==> config.mk <==
export PLATFORM = sky130hd
export DESIGN_NAME = sprite_rom_arbiter_flat
export DESIGN_NICKNAME = d
export VERILOG_FILES = /design/src/rtl/sprite_rom_if.sv /design/src/rtl/sprite_rom_arbiter.sv /design/src/flat_wrapper.sv
export SDC_FILE = /design/constraint.sdc
export NUM_CORES = 1
export LEC_CHECK = 0
export CORE_ASPECT_RATIO = 1.75
export CORE_UTILIZATION = 40
export DETAILED_ROUTE_END_ITERATION = 10
export PLACE_DENSITY = 0.83
export SYNTH_ARGS = -nofsm -noshare
export SYNTH_HDL_FRONTEND = slang
export SYNTH_SLANG_ARGS = --single-unit
==> constraint.sdc <==
create_clock -name Clk -period 2.7 [get_ports Clk]
set_clock_uncertainty 0.05 [all_clocks]
set_input_delay 0.27 -clock Clk [delete_from_list [all_inputs] [get_ports Clk]]
set_output_delay 0.27 -clock Clk [all_outputs]
set_load 0.02 [all_outputs]
==> src/rtl/sprite_rom_if.sv <==
// ============================================================================
// Module   : sprite_rom_if
// Purpose  : Tank pixel request, sprite ROM and pixel return bundle.
// Revision : 1.0  initial release
// ============================================================================
`default_nettype none

interface sprite_rom_if;
    logic        req1;
    logic [2:0]  dir1;
    logic [9:0]  offs1;
    logic        req2;
    logic [2:0]  dir2;
    logic [9:0]  offs2;
    logic        gnt1;
    logic        gnt2;
    logic [9:0]  rom_addr;
    logic [1:0]  rom_sel;
    logic [23:0] rom_data;
    logic        rvalid1;
    logic        rvalid2;
    logic [23:0] rdata;
    logic        ropaque;

    modport slave (
        input  req1, dir1, offs1, req2, dir2, offs2, rom_data,
        output gnt1, gnt2, rom_addr, rom_sel, rvalid1, rvalid2, rdata, ropaque
    );

    modport master (
        output req1, dir1, offs1, req2, dir2, offs2, rom_data,
        input  gnt1, gnt2, rom_addr, rom_sel, rvalid1, rvalid2, rdata, ropaque
    );
endinterface

`default_nettype wire

==> src/rtl/sprite_rom_arbiter.sv <==
// ============================================================================
// Module   : sprite_rom_arbiter
// Purpose  : Round-robin sharing of the four direction tank sprite ROMs between
//            two pixel requesters, with fixed-latency tagged pixel return.
// Revision : 1.0  initial release
// ============================================================================
`default_nettype none

module sprite_rom_arbiter #(
    parameter int          ROM_LAT = 1,
    parameter logic [23:0] KEY_RGB = 24'hFF0000
) (
    input  wire logic   Clk,
    input  wire logic   Reset,
    sprite_rom_if.slave bus
);

    typedef enum logic [0:0] {
        TANK1 = 1'b0,
        TANK2 = 1'b1
    } tank_e;

    typedef struct packed {
        logic  vld;
        tank_e id;
        logic  bad;
    } tag_t;

    tank_e       r_last;
    tank_e       w_last_next;
    logic        w_gnt1;
    logic        w_gnt2;
    logic        w_any;
    logic [2:0]  w_dir;
    logic [9:0]  w_offs;
    logic [1:0]  w_sel;
    logic        w_bad;
    logic [9:0]  r_rom_addr;
    logic [1:0]  r_rom_sel;
    tag_t        r_tag [ROM_LAT+1];
    tag_t        w_ret;
    logic        r_rvalid1;
    logic        r_rvalid2;
    logic [23:0] r_rdata;
    logic        r_ropaque;

    // Grant state: remembers which tank was served last.
    always_ff @(posedge Clk) begin
        if (Reset) begin
            r_last <= TANK2;
        end else begin
            r_last <= w_last_next;
        end
    end

    always_comb begin
        w_gnt1      = 1'b0;
        w_gnt2      = 1'b0;
        w_last_next = r_last;
        if (!Reset) begin
            if (bus.req1 && (!bus.req2 || r_last == TANK2)) begin
                w_gnt1 = 1'b1;
            end else if (bus.req2) begin
                w_gnt2 = 1'b1;
            end
        end
        if (w_gnt1) begin
            w_last_next = TANK1;
        end else if (w_gnt2) begin
            w_last_next = TANK2;
        end
    end

    assign w_any  = w_gnt1 | w_gnt2;
    assign w_dir  = w_gnt1 ? bus.dir1  : bus.dir2;
    assign w_offs = w_gnt1 ? bus.offs1 : bus.offs2;

    always_comb begin
        w_sel = 2'd0;
        w_bad = 1'b0;
        case (w_dir)
            3'd1:    w_sel = 2'd0;
            3'd2:    w_sel = 2'd1;
            3'd3:    w_sel = 2'd2;
            3'd4:    w_sel = 2'd3;
            default: w_bad = 1'b1;
        endcase
    end

    // Address and bank hold their value across idle cycles.
    always_ff @(posedge Clk) begin
        if (Reset) begin
            r_rom_addr <= 10'd0;
            r_rom_sel  <= 2'd0;
        end else if (w_any) begin
            r_rom_addr <= w_bad ? 10'd0 : w_offs;
            r_rom_sel  <= w_sel;
        end
    end

    // Tag pipeline: stage ROM_LAT lines up with rom_data of the same request.
    always_ff @(posedge Clk) begin
        if (Reset) begin
            for (int k = 0; k <= ROM_LAT; k++) begin
                r_tag[k] <= '0;
            end
        end else begin
            r_tag[0] <= '{vld: w_any, id: (w_gnt2 ? TANK2 : TANK1), bad: w_bad};
            for (int k = 1; k <= ROM_LAT; k++) begin
                r_tag[k] <= r_tag[k-1];
            end
        end
    end

    assign w_ret = r_tag[ROM_LAT];

    always_ff @(posedge Clk) begin
        if (Reset) begin
            r_rvalid1 <= 1'b0;
            r_rvalid2 <= 1'b0;
            r_rdata   <= 24'd0;
            r_ropaque <= 1'b0;
        end else begin
            r_rvalid1 <= w_ret.vld && (w_ret.id == TANK1);
            r_rvalid2 <= w_ret.vld && (w_ret.id == TANK2);
            if (w_ret.vld) begin
                r_rdata   <= w_ret.bad ? KEY_RGB : bus.rom_data;
                r_ropaque <= !w_ret.bad && (bus.rom_data != KEY_RGB);
            end
        end
    end

    assign bus.gnt1     = w_gnt1;
    assign bus.gnt2     = w_gnt2;
    assign bus.rom_addr = r_rom_addr;
    assign bus.rom_sel  = r_rom_sel;
    assign bus.rvalid1  = r_rvalid1;
    assign bus.rvalid2  = r_rvalid2;
    assign bus.rdata    = r_rdata;
    assign bus.ropaque  = r_ropaque;

endmodule

`default_nettype wire

==> src/flat_wrapper.sv <==
// flat-port wrapper written by rule: the top's interface ports become plain ports
module sprite_rom_arbiter_flat 
#(
    parameter int          ROM_LAT = 1,
    parameter logic [23:0] KEY_RGB = 24'hFF0000
)
  (Clk, Reset, bus_req1, bus_dir1, bus_offs1, bus_req2, bus_dir2, bus_offs2, bus_rom_data, bus_gnt1, bus_gnt2, bus_rom_addr, bus_rom_sel, bus_rvalid1, bus_rvalid2, bus_rdata, bus_ropaque);
  sprite_rom_if bus_i ();
  input  wire logic Clk;
  input  wire logic Reset;
  input wire logic [$bits(bus_i.req1)-1:0] bus_req1;
  input wire logic [$bits(bus_i.dir1)-1:0] bus_dir1;
  input wire logic [$bits(bus_i.offs1)-1:0] bus_offs1;
  input wire logic [$bits(bus_i.req2)-1:0] bus_req2;
  input wire logic [$bits(bus_i.dir2)-1:0] bus_dir2;
  input wire logic [$bits(bus_i.offs2)-1:0] bus_offs2;
  input wire logic [$bits(bus_i.rom_data)-1:0] bus_rom_data;
  output wire logic [$bits(bus_i.gnt1)-1:0] bus_gnt1;
  output wire logic [$bits(bus_i.gnt2)-1:0] bus_gnt2;
  output wire logic [$bits(bus_i.rom_addr)-1:0] bus_rom_addr;
  output wire logic [$bits(bus_i.rom_sel)-1:0] bus_rom_sel;
  output wire logic [$bits(bus_i.rvalid1)-1:0] bus_rvalid1;
  output wire logic [$bits(bus_i.rvalid2)-1:0] bus_rvalid2;
  output wire logic [$bits(bus_i.rdata)-1:0] bus_rdata;
  output wire logic [$bits(bus_i.ropaque)-1:0] bus_ropaque;
  assign bus_i.req1 = bus_req1;
  assign bus_i.dir1 = bus_dir1;
  assign bus_i.offs1 = bus_offs1;
  assign bus_i.req2 = bus_req2;
  assign bus_i.dir2 = bus_dir2;
  assign bus_i.offs2 = bus_offs2;
  assign bus_i.rom_data = bus_rom_data;
  assign bus_gnt1 = bus_i.gnt1;
  assign bus_gnt2 = bus_i.gnt2;
  assign bus_rom_addr = bus_i.rom_addr;
  assign bus_rom_sel = bus_i.rom_sel;
  assign bus_rvalid1 = bus_i.rvalid1;
  assign bus_rvalid2 = bus_i.rvalid2;
  assign bus_rdata = bus_i.rdata;
  assign bus_ropaque = bus_i.ropaque;
  sprite_rom_arbiter #(.ROM_LAT(ROM_LAT), .KEY_RGB(KEY_RGB)) u_core (.Clk(Clk), .Reset(Reset), .bus(bus_i));
endmodule
==> results of run 1 <==
## layer usage
layer / up-vias / global-route usage / part of all wire
li1: 901 / - / -
met1: 839 / 0.200 / 0.37
met2: 70 / 0.381 / 0.54
met3: 6 / 0.0503 / 0.072
met4: 0 / 0.0592 / 0.013
met5: - / 0 / 0
## worst paths after layout
check                     startpoint                      to  slack (ns)  depth (start not counted)
hold reg to reg   u_core.r_tag[0][4]      u_core.bus.rvalid1        0.37                          1
hold / removal    u_core.r_tag[0][4]      u_core.bus.rvalid1        0.37                          1
setup reg to reg       u_core.r_last  u_core.bus.rom_addr[0]        1.03                          4
setup / recovery            bus_req1                bus_gnt1        0.31                          5
## synth_stat cells
library cell / instances
nand2_1: 14
buf_6: 1
and2_1: 1
nor2b_1: 21
a21o_1: 1
clkbuf_1: 5
nand3b_1: 1
o22ai_1: 8
mux2i_1: 2
inv_1: 1
a21boi_4: 1
or2_2: 1
o21ai_0: 12
buf_2: 1
nor4b_1: 2
xnor2_1: 3
nand4_1: 1
a211oi_1: 4
nand2b_1: 6
or3b_2: 1
buf_1: 4
nor4_1: 4
a22oi_1: 10
dfxtp_1: 46
and3b_1: 2
nor3b_1: 1
and2b_1: 1
nand4b_1: 1
nor3_1: 2
nor2_1: 29
a21oi_1: 18
o31ai_1: 1
## worst register-to-register path, delay by kind of cell (launching register included)
family / cells / cell delay, ns
AND/OR/NAND/NOR: 1 / 0.18
flip-flops: 1 / 0.44
AO/OA/AOI/OAI: 3 / 0.87
## where the power goes
part	internal, uW	total (uW)	switching (uW)
sequential	717	735	18.3
combinational	174	318	144
clock	185	421	236
## through the flow
stage	total power, uW	instances
final	1470	352
after CTS	1490	352
after global routing	1550	352
after detailed placement	1070	344
after global placement	1060	344
after floorplan	891	206
## area by class of cell
type,instances,area share
Multi-Input combinational cell,148,0.292
Clock buffer,5,0.0238
Timing Repair Buffer,98,0.335
Sequential cell,46,0.318
Clock inverter,3,0.00821
Tap cell,51,0.0220
Inverter,1,0.00130
## registers in the layout, summed over array words and instances (netlist names)
name                 count
u_core.r_last            1
u_core.bus.rom_sel       2
u_core.r_tag             6
u_core.bus.ropaque       1
u_core.bus.rvalid1       1
u_core.bus.rdata        24
u_core.bus.rvalid2       1
u_core.bus.rom_addr     10
## cell families (layout without fill, tap and decap cells)
family	after synthesis	count (layout)
compound gates	55	55
buf+inv	12	107
simple gates	88	88
mux	2	2
flops	46	46
xor+xnor	3	3
==> flow_metrics.py, run 1 <==
metrics = {
    "final_layout": {
        "area_growth_syn_to_layout_pct": 59.2,
        "final_util": 0.658,
        "nNetsFinal": 354,
        "multi_input_area_um2": 845,
        "drive_gt1_frac": 0.0498,
        "nFillCells": 362,
        "n_antenna_cell": 0,
        "final_common_cell": "clkdlybuf4s50_1",
        "seq_area_um2": 921,
        "final_area_um2": 2900,
        "layout_common_cells": "clkdlybuf4s50_1 (94), dfxtp_1 (46), nor2_1 (29), nor2b_1 (21), a21oi_1 (18)",
    },
    "floorplan": {
        "rows": 32,
        "fp.dieH_um": 91.2,
        "io_pins": 95,
        "dieArea_um2": 4830,
        "die_x_um": 53.0,
        "start_util": 0.413,
        "core_um2": 4400,
    },
    "global_route": {
        "grt_pass1_wl_mm": 7.36,
        "grt_pass1_vias": 1696,
        "grt_remaining_overflow": 0,
        "antenna_found_initial": 0,
        "grt_start_max_net_pins": 40,
        "grtUsageTotal": 0.201,
    },
    "yosys": {
        "syn_inst": 206,
        "yosysSeqAreaShare": 0.506,
        "synth_area_leader_cell": "dfxtp_1",
        "synth_xor_area_frac": 0.0144,
        "syn_area_um2": 1820,
        "synth-compound-area-share": 0.186,
        "ys_ff_latch": 46,
        "ys_warn_count": 0,
        "synth_top_cell_area_share": 0.506,
        "syn-num-nets": 260,
        "synth_top_family_by_area": "simple AND/OR/NAND/NOR gates",
        "ys_top_cells_by_area": "dfxtp_1 (51%), nor2b_1 (7.2%), nor2_1 (6.0%)",
        "yosysUniqueCellTypes": 32,
        "synthAdderAreaFrac": 0,
        "synth-simple-area-share": 0.252,
        "synth_mux_area_frac": 0.0110,
        "syn_area_per_cell_um2": 8.83,
    },
    "timing": {
        "drv_slew": 0,
        "period_share": 0.885,
        "slew-limit-headroom": 0.237,
        "hold_viol": 0,
        "rsz0062_at_grt": "false",
        "timing.hold.ws_ns": 0.370,
        "setup_viol": 0,
        "min_period_ns": 2.39,
        "tns_ns": 0,
        "worst_pin_slew_ns": 1.14,
        "max_freq_ghz": 0.419,
        "layout_setup_ws_ns": 0.312,
    },
    "placement": {
        "dp_hpwl_mm": 3.51,
        "routabilityCongestion": 0.729,
        "port_buffers": 94,
        "dpl_cell_area_um2": 2800,
        "pre_cts_slack_ns": 0.336,
    },
    "critical_path": {
        "worst-setup-path-type": "input pin to primary output",
        "crit_slowest_cell": "clkdlybuf4s50_1",
        "cp_max_fo": 6,
        "path_buf_inv": 3,
        "start_kind": "input pin",
        "critPathTopFamily": "buffers and inverters",
        "required_ns": 2.38,
        "cpPeakStageDelay_ns": 0.63,
        "end_kind": "primary output",
        "arrival_ns": 2.07,
        "cp_cell_sequence": "clkdlybuf4s50_1 > nand2b_1 > nand2b_1 > inv_1 > clkdlybuf4s50_1",
    },
    "detailed_routing": {
        "drt_wl_total_mm": 4.70,
        "wire_per_inst_um": 13.3,
        "drc_errors": 0,
        "dr_total_vias": 1816,
        "via_per_inst": 5.16,
        "ant_nets": 0,
        "drt_iter0_markers": 11,
        "first_pass_iters": 4,
    },
    "clocking": {
        "cts-buffers-inserted": 5,
        "clk_path_buf_depth": 2,
        "cts_tree": "done",
        "clock_latency_ns": 0.29,
        "cts-root-buf": "clkbuf_8",
        "htree_levels": 2,
        "cts_hold_buffers": 0,
        "clk_pin_slew_ns": 0.09,
        "cts_num_sinks": 46,
        "cts_resized": 0,
        "cts_setup_buffers": 0,
    },
    "outcome": {
        "status": "completed",
    },
    "job": {
        "maxCapViolCount": 0,
    },
    "hold_path": {
        "hold_class": "flop to flop",
    },
    "power_and_ir_drop": {
        "powerDensity_nw_per_um2": 509,
        "ir_drop_mv": 0.445,
        "p_leak_uw": 0.00107,
    },
}
Note: power is estimated with default switching activity, not from simulation.
==> run 2, diff against run 1 <==
Settings changed: CTS_CLUSTER_DIAMETER set to 150.
==> results of run 2 <==
No change in the layout: final DEF, timing and power equal those of run 1.
